--- config.mk ---
export PLATFORM = sky130hd
export DESIGN_NAME = gpio_debounce
export DESIGN_NICKNAME = d
export VERILOG_FILES = /design/src/rtl/gpio_debounce.sv
export SDC_FILE = /design/constraint.sdc
export NUM_CORES = 1
export LEC_CHECK = 0
export ABC_AREA = 1
export CORE_ASPECT_RATIO = 1.5
export CORE_MARGIN = 2
export CORE_UTILIZATION = 35
export CTS_CLUSTER_DIAMETER = 50
export CTS_CLUSTER_SIZE = 25
export DETAILED_ROUTE_END_ITERATION = 8
export HOLD_SLACK_MARGIN = 0.12
export PLACE_DENSITY = 0.57
export SYNTH_ARGS = -nofsm -noshare
export SYNTH_HDL_FRONTEND = slang
export SYNTH_SLANG_ARGS = --single-unit
--- constraint.sdc ---
create_clock -name HCLK -period 11.8 [get_ports HCLK]
set_clock_uncertainty 0.15 [all_clocks]
set_input_delay 2.36 -clock HCLK [delete_from_list [all_inputs] [get_ports HCLK]]
set_output_delay 2.36 -clock HCLK [all_outputs]
set_load 0.03 [all_outputs]
--- src/rtl/gpio_debounce.sv ---
`default_nettype none
// ============================================================================
//  Module      : gpio_debounce
//  Description : Per-pin pad glitch filter placed in front of the GPIO
//                peripheral input. A pin's filtered level only changes once
//                its sampled input has differed from it for filt_len+1
//                prescaled ticks. One-cycle rise/fall pulses accompany every
//                filtered level change.
//  Build macro : GPIO_DEBOUNCE_SYNC_EN - when defined, each pad passes through
//                a 2-FF synchroniser before filtering; when undefined, pad_in
//                is used directly and must already be synchronous to HCLK.
//  Revision    : 1.0 - initial release
// ============================================================================
module gpio_debounce #(
    parameter int NUM_PINS    = 32,
    parameter int CNT_WIDTH   = 8,
    parameter int PRESC_WIDTH = 16
) (
    input  logic                   HCLK,
    input  logic                   HRESET,
    input  logic [NUM_PINS-1:0]    pad_in,
    input  logic [NUM_PINS-1:0]    filt_en,
    input  logic [CNT_WIDTH-1:0]   filt_len,
    input  logic [PRESC_WIDTH-1:0] presc,
    output logic [NUM_PINS-1:0]    gpio_filt,
    output logic [NUM_PINS-1:0]    rise_evt,
    output logic [NUM_PINS-1:0]    fall_evt
);

    logic [PRESC_WIDTH-1:0] r_presc;
    logic                   w_tick;
    logic [NUM_PINS-1:0]    w_s;

    // Tick on the last count of the shared divider window.
    assign w_tick = (r_presc == presc);

    // Shared prescaler: counts 0..presc; if presc drops below the current
    // count it simply runs on and wraps at the natural register overflow.
    always_ff @(posedge HCLK or posedge HRESET) begin
        if (HRESET) begin
            r_presc <= '0;
        end else if (w_tick) begin
            r_presc <= '0;
        end else begin
            r_presc <= r_presc + 1'b1;
        end
    end

`ifdef GPIO_DEBOUNCE_SYNC_EN
    logic [NUM_PINS-1:0] r_sync1;
    logic [NUM_PINS-1:0] r_sync2;

    // Two-stage synchroniser bringing the asynchronous pads into HCLK.
    always_ff @(posedge HCLK or posedge HRESET) begin
        if (HRESET) begin
            r_sync1 <= '0;
            r_sync2 <= '0;
        end else begin
            r_sync1 <= pad_in;
            r_sync2 <= r_sync1;
        end
    end

    assign w_s = r_sync2;
`else
    assign w_s = pad_in;
`endif

    for (genvar i = 0; i < NUM_PINS; i++) begin : g_pin
        logic [CNT_WIDTH-1:0] r_cnt;
        logic                 r_filt;
        logic                 r_rise;
        logic                 r_fall;

        // Stability counter and filtered level; the counter is cleared
        // whenever the sample agrees with the filtered level, so a glitch
        // shorter than the window always restarts the count. Because the
        // accept test is >=, cnt never passes filt_len and cannot wrap.
        always_ff @(posedge HCLK or posedge HRESET) begin
            if (HRESET) begin
                r_cnt  <= '0;
                r_filt <= 1'b0;
                r_rise <= 1'b0;
                r_fall <= 1'b0;
            end else if (!filt_en[i]) begin
                r_cnt  <= '0;
                r_filt <= w_s[i];
                r_rise <= w_s[i] & ~r_filt;
                r_fall <= ~w_s[i] & r_filt;
            end else if (w_s[i] == r_filt) begin
                r_cnt  <= '0;
                r_rise <= 1'b0;
                r_fall <= 1'b0;
            end else if (w_tick) begin
                if (r_cnt >= filt_len) begin
                    r_cnt  <= '0;
                    r_filt <= w_s[i];
                    r_rise <= w_s[i];
                    r_fall <= ~w_s[i];
                end else begin
                    r_cnt  <= r_cnt + 1'b1;
                    r_rise <= 1'b0;
                    r_fall <= 1'b0;
                end
            end else begin
                r_rise <= 1'b0;
                r_fall <= 1'b0;
            end
        end

        assign gpio_filt[i] = r_filt;
        assign rise_evt[i]  = r_rise;
        assign fall_evt[i]  = r_fall;
    end

endmodule
`default_nettype wire

# [After elaboration in Yosys (flattened, before gate mapping)]
# Index checks and enable logic that the tools add are counted.
[word_totals] ff_bits=368 inputBits=90 out_inout_bits=96 wordCells=1028
[op_classes] n_addsub=33 order_cmp=32 eq_ne=161 mux=513 bitwise_logic=128 reduce_logical=32
[ops] cell="$mux W8" n=128
[ops] cell="$mux W1" n=384
[ops] cell="$add A8 B1 Y8 const B" n=32
[ops] cell="$ge A8 B8 Y1" n=32
[ops] cell="$ne A2 B1 Y1 const B" n=64
[ops] cell="$ne A3 B1 Y1 const B" n=32
[ops] cell="$reduce_and A3 Y1" n=32
[ops] cell="$and A1 B1 Y1" n=64
[ops] cell="$ne A2 B2 Y1 const B" n=32
[ops] cell="$not A1 Y1" n=64
[ops] cell="$eq A1 B1 Y1" n=32
[ops] cell="$add A16 B1 Y16 const B" n=1
[ops] cell="$eq A16 B16 Y1" n=1
[ops] cell="$mux W16" n=1

# [Logic depth before layout (Yosys ltp)]
[depth] ltp_word=5 mapped_depth=14 depth_no_buf=14

# [Least setup slack after synthesis]
# Ideal clock, no wire load.
[synth_path] path_kind="input to register" from="input filt_len[7]" to="register g_pin[2].r_cnt[2]" setup_time_ps=83 arrival_time_ps=4148 required_ps=11567 path_slack_ps=7420 stages=8 path_buffers=0 cell_sequence="inv_1 -> ha_1 -> a21o_1 -> nor2_1 -> nand3_1 -> nor2_1 -> nand3_1 -> o21ai_0"
[synth_via] elab_chain_len=5
[synth_lines] item="start: declaration" line="23" rtl="input logic [CNT_WIDTH-1:0] filt_len,"
[synth_lines] item="$ge A8 B8 Y1" line="95" rtl="if (r_cnt >= filt_len) begin"
[synth_lines] item="$mux W8" line="95"
[synth_lines] item="$mux W8" line="94" rtl="end else if (w_tick) begin"
[synth_lines] item="$mux W8" line="90" rtl="end else if (w_s[i] == r_filt) begin"
[synth_lines] item="$mux W8" line="85" rtl="end else if (!filt_en[i]) begin"
[synth_lines] item="end signal: assignment" line="101" rtl="r_cnt <= r_cnt + 1'b1;"
[synth_lines] item="end: declaration" line="70" rtl="logic [CNT_WIDTH-1:0] r_cnt;"
# Every way passes these cells. The select of a mux whose other input is x is not followed.
# A chain may end at the register's enable or synchronous reset.

# [Final worst setup path]
[layout_path] from="input presc[0]" to="register g_pin[18].r_cnt[0]"
[layout_via] elab_chain_len=2
[layout_lines] item="start: declaration" line="24" rtl="input logic [PRESC_WIDTH-1:0] presc,"
[layout_lines] item="$eq A16 B16 Y1" line="35" rtl="assign w_tick = (r_presc == presc);"
[layout_lines] item="$ne A3 B1 Y1 (no source line)"
[layout_lines] item="end signal: assignment" line="101"
[layout_lines] item="end: declaration" line="70"
# Every way passes these cells.

==> results.cfg <==
[status]
outcome = finished clean

[clock_network]
postCtsSetupBuffers = 0
cts_inserted_buffers = 48
h-tree-depth = 2
path_clk_slew_ns = 0.06
cts-hold-fix-buffers = 0
cts_tree = done
ctsRootBufferMaster = clkbuf_16
clock_sinks = 368
clock_latency_ns = 0.63
cts_resized = 0
cts_max_path_buffers = 3

[drt]
wl_per_cell_um = 14.0
ant_nets = 0
drt_pre_antenna_iters = 7
vias = 25100
route.detailed.drc = 0
first_iter_violations = 1119
drt-total-wl_um = 72700
via_per_inst = 4.85

[timing]
finalSetupTns_ns = 0
slew_viol_final = 0
slew_headroom_pct = 32.3
setup-violations-final = 0
rsz0062_at_grt = false
finalCritPeriodShare_pct = 42.9
fin_crit_ns = 5.06
tightest_slew_ns = 1.02
fmax_ghz = 0.198
final_hold_viol_count = 0

[finish]
fin_util_pct = 40.2
multi_input_area_sq_um = 16500
fin_nets = 4538
drive_above_1_share_pct = 3.19
synthToLayoutAreaGrowth_pct = 14.0
insertedDiodeCount = 0
fillers = 8334
final-seq-area_sq_um = 9210
layout.cells.non_filler = 5174

[flow_run]
cap_violations = 0

[global_routing]
grt_pass1_wl_um = 122000
grt_max_degree = 157
grt_overflow = 0
grt_pass1_vias = 24600
grt_usage_pct = 17.5
antenna_found_initial = 0

[synth]
netlist_area_sq_um = 28500
synthDistinctLibCells = 30
synth_seq_area_share_pct = 32.3
ys_ff_latch = 368
synth_top_area_share_pct = 32.3
synthFlopType = dfrtp_1
synth_cells = 3998
syn_nets = 4441
synth-edff-count = 0
yosys.area.top_type = dfrtp_1
yosys_warnings = 0
avgSynthCellArea_sq_um = 7.13
ys_async_sr_fraction_pct = 100
yosys-top-cells-area = dfrtp_1, nand2_1, ha_1

[worst_hold_path]
hold_path_class = register to register

[placement]
numPortBuffers = 185
hpwlAfterDp_um = 49200
place.gp.congestion = 0.820
dp_cells = 5085

[worst_setup_path]
critPathTopFamily = simple AND/OR/NAND/NOR gates
crit_fanout = 71
cpMaxStageDelayCell = buf_4
cp.required_ns = 12.12
cp-start-kind = primary input
cpMostUsedCell = nand2_1
worst_path_largest_cell_delay_ns = 0.54
cp_num_buf_inv = 4
end_kind = register
worstPathArrival_ns = 5.38
path_cells = clkdlybuf4s50_1 -> inv_1 -> nand2_1 -> nand2_1 -> nor2_1 -> nand2_1 -> nor2_1 -> nand2_8 -> buf_4 -> nand2_1 -> inv_1 -> nand2_1 -> o21ai_0
worstSetupPathType = primary input to register

[floorplanning]
io_pins = 186
fp.coreArea_sq_um = 80900
dieWidth_um = 237
initial_utilization_pct = 35.2
die_y_um = 353
fp.dieArea_sq_um = 83800
fp-row-count = 128

[pwr]
worst_ir_drop_vdd_v = 0.0000965
power_density_nw_per_um2 = 117
p_leak_nw = 17.2
[sequential cells by signal, summed over array words and instances (netlist names)]
name and flops:
g_pin.r_fall 32, g_pin.r_rise 32, r_presc 16, g_pin.r_cnt 256, g_pin.r_filt 32
[worst reg2reg max path, stage by stage (launching register included)]
cell	delay [ns]
dfrtp_1	0.41
inv_1	0.10
nand2_1	0.06
nand2_1	0.06
nor2_1	0.04
nand2_1	0.10
nor2_1	0.12
nand2_8	0.51
buf_4	0.76
nand2_1	0.42
inv_1	0.31
nand2_1	0.08
o21ai_0	0.08
[per-stage QoR]
step / power [mW] / hold slack, ns / area [sq um] / setup slack (ns)
final: 3.80 / 0.368 / 32500 / 6.74
after detailed placement: 2.28 / 0.359 / 30800 / 6.17
after floorplan: 2.04 / 0.324 / 28500 / 4.35
after global routing: 4.03 / 0.402 / 32500 / 6.46
after CTS: 3.88 / 0.376 / 32500 / 6.79
after global placement: 2.27 / 0.356 / 30800 / 6.23
[cell usage after synthesis, types with 74 or more instances]
cell type     n
buf_4        97
nand4_1      74
inv_1       477
nor2_1      197
nor3_1      160
nand3_1     402
o21ai_0      94
ha_1        353
a21oi_1     105
dfrtp_1     368
xor2_1      104
nand2_1    1395
[worst paths after layout]
path | start | cells after the start | slack (ns) | end
worst max-delay path | presc[0] | 13 | 6.74 | g_pin[18].r_cnt[0]
worst min-delay path | r_presc[0] | 1 | 0.37 | r_presc[0]
worst max register to register | r_presc[11] | 12 | 8.53 | g_pin[18].r_cnt[0]
worst min register to register | r_presc[0] | 1 | 0.37 | r_presc[0]
max in group asynchronous | HRESET | 4 | 7.41 | g_pin[27].r_fall
min in group asynchronous | HRESET | 2 | 1.97 | g_pin[1].r_cnt[6]
[power breakdown]
| part | switching [mW] | total (mW) | internal (mW) |
|---|---|---|---|
| sequential | 0.0903 | 1.43 | 1.34 |
| clock | 0.695 | 1.55 | 0.860 |
| combinational | 0.535 | 0.811 | 0.275 |
[layer usage]
metal	vias up	global-route usage, %	wire length, um	share of wire, %
met5	-	0	0	0
met4	0	5.82	2200	3.0
met3	124	2.32	2400	3.3
met2	368	32.8	36700	51
met1	11600	20.5	31300	43
li1	13000	-	-	-
[logic make-up after synthesis]
logic type / synth area share [%]
flip-flops: 32.3
XOR/XNOR: 4.15
adder cells (fa/ha/maj): 15.5
AND/OR/NAND/NOR: 33.1
AO/OA/AOI/OAI: 5.09
buffers and inverters: 9.84
[layout by cell type, fill, tap and decap left out, types with 2 or more instances in the layout]
| master | synthesis | routed |
|---|---|---|
| clkinv_8 | 0 | 9 |
| nand4_1 | 74 | 74 |
| dfrtp_1 | 368 | 368 |
| nand2_8 | 3 | 4 |
| clkbuf_1 | 40 | 2 |
| clkbuf_16 | 0 | 48 |
| clkinv_2 | 0 | 3 |
| clkinvlp_4 | 0 | 4 |
| nand3_1 | 402 | 402 |
| nand2_1 | 1395 | 1395 |
| o21a_1 | 31 | 31 |
| o21bai_1 | 23 | 23 |
| bufinv_16 | 0 | 3 |
| clkinv_4 | 0 | 3 |
| ha_1 | 353 | 353 |
| nor3_1 | 160 | 160 |
| nor2_1 | 197 | 197 |
| xnor2_1 | 31 | 31 |
| inv_8 | 0 | 6 |
| o21ai_0 | 94 | 94 |
| o21ai_1 | 7 | 7 |
| inv_2 | 7 | 14 |
| nor3_2 | 3 | 3 |
| clkdlybuf4s50_1 | 0 | 184 |
| inv_6 | 0 | 11 |
| a21oi_1 | 105 | 105 |
| nand2_4 | 4 | 4 |
| buf_4 | 97 | 13 |
| inv_1 | 477 | 469 |
| xor2_1 | 104 | 104 |
[layout make-up]
class	instances	area share [%]
clock buffer	51	3.76
clock inverter	38	1.43
tap	1040	4.01
multi-input combinational	2994	50.8
timing repair buffer	199	6.05
sequential	368	28.3
inverter	484	5.60
Power figures use the tool's default switching activity.
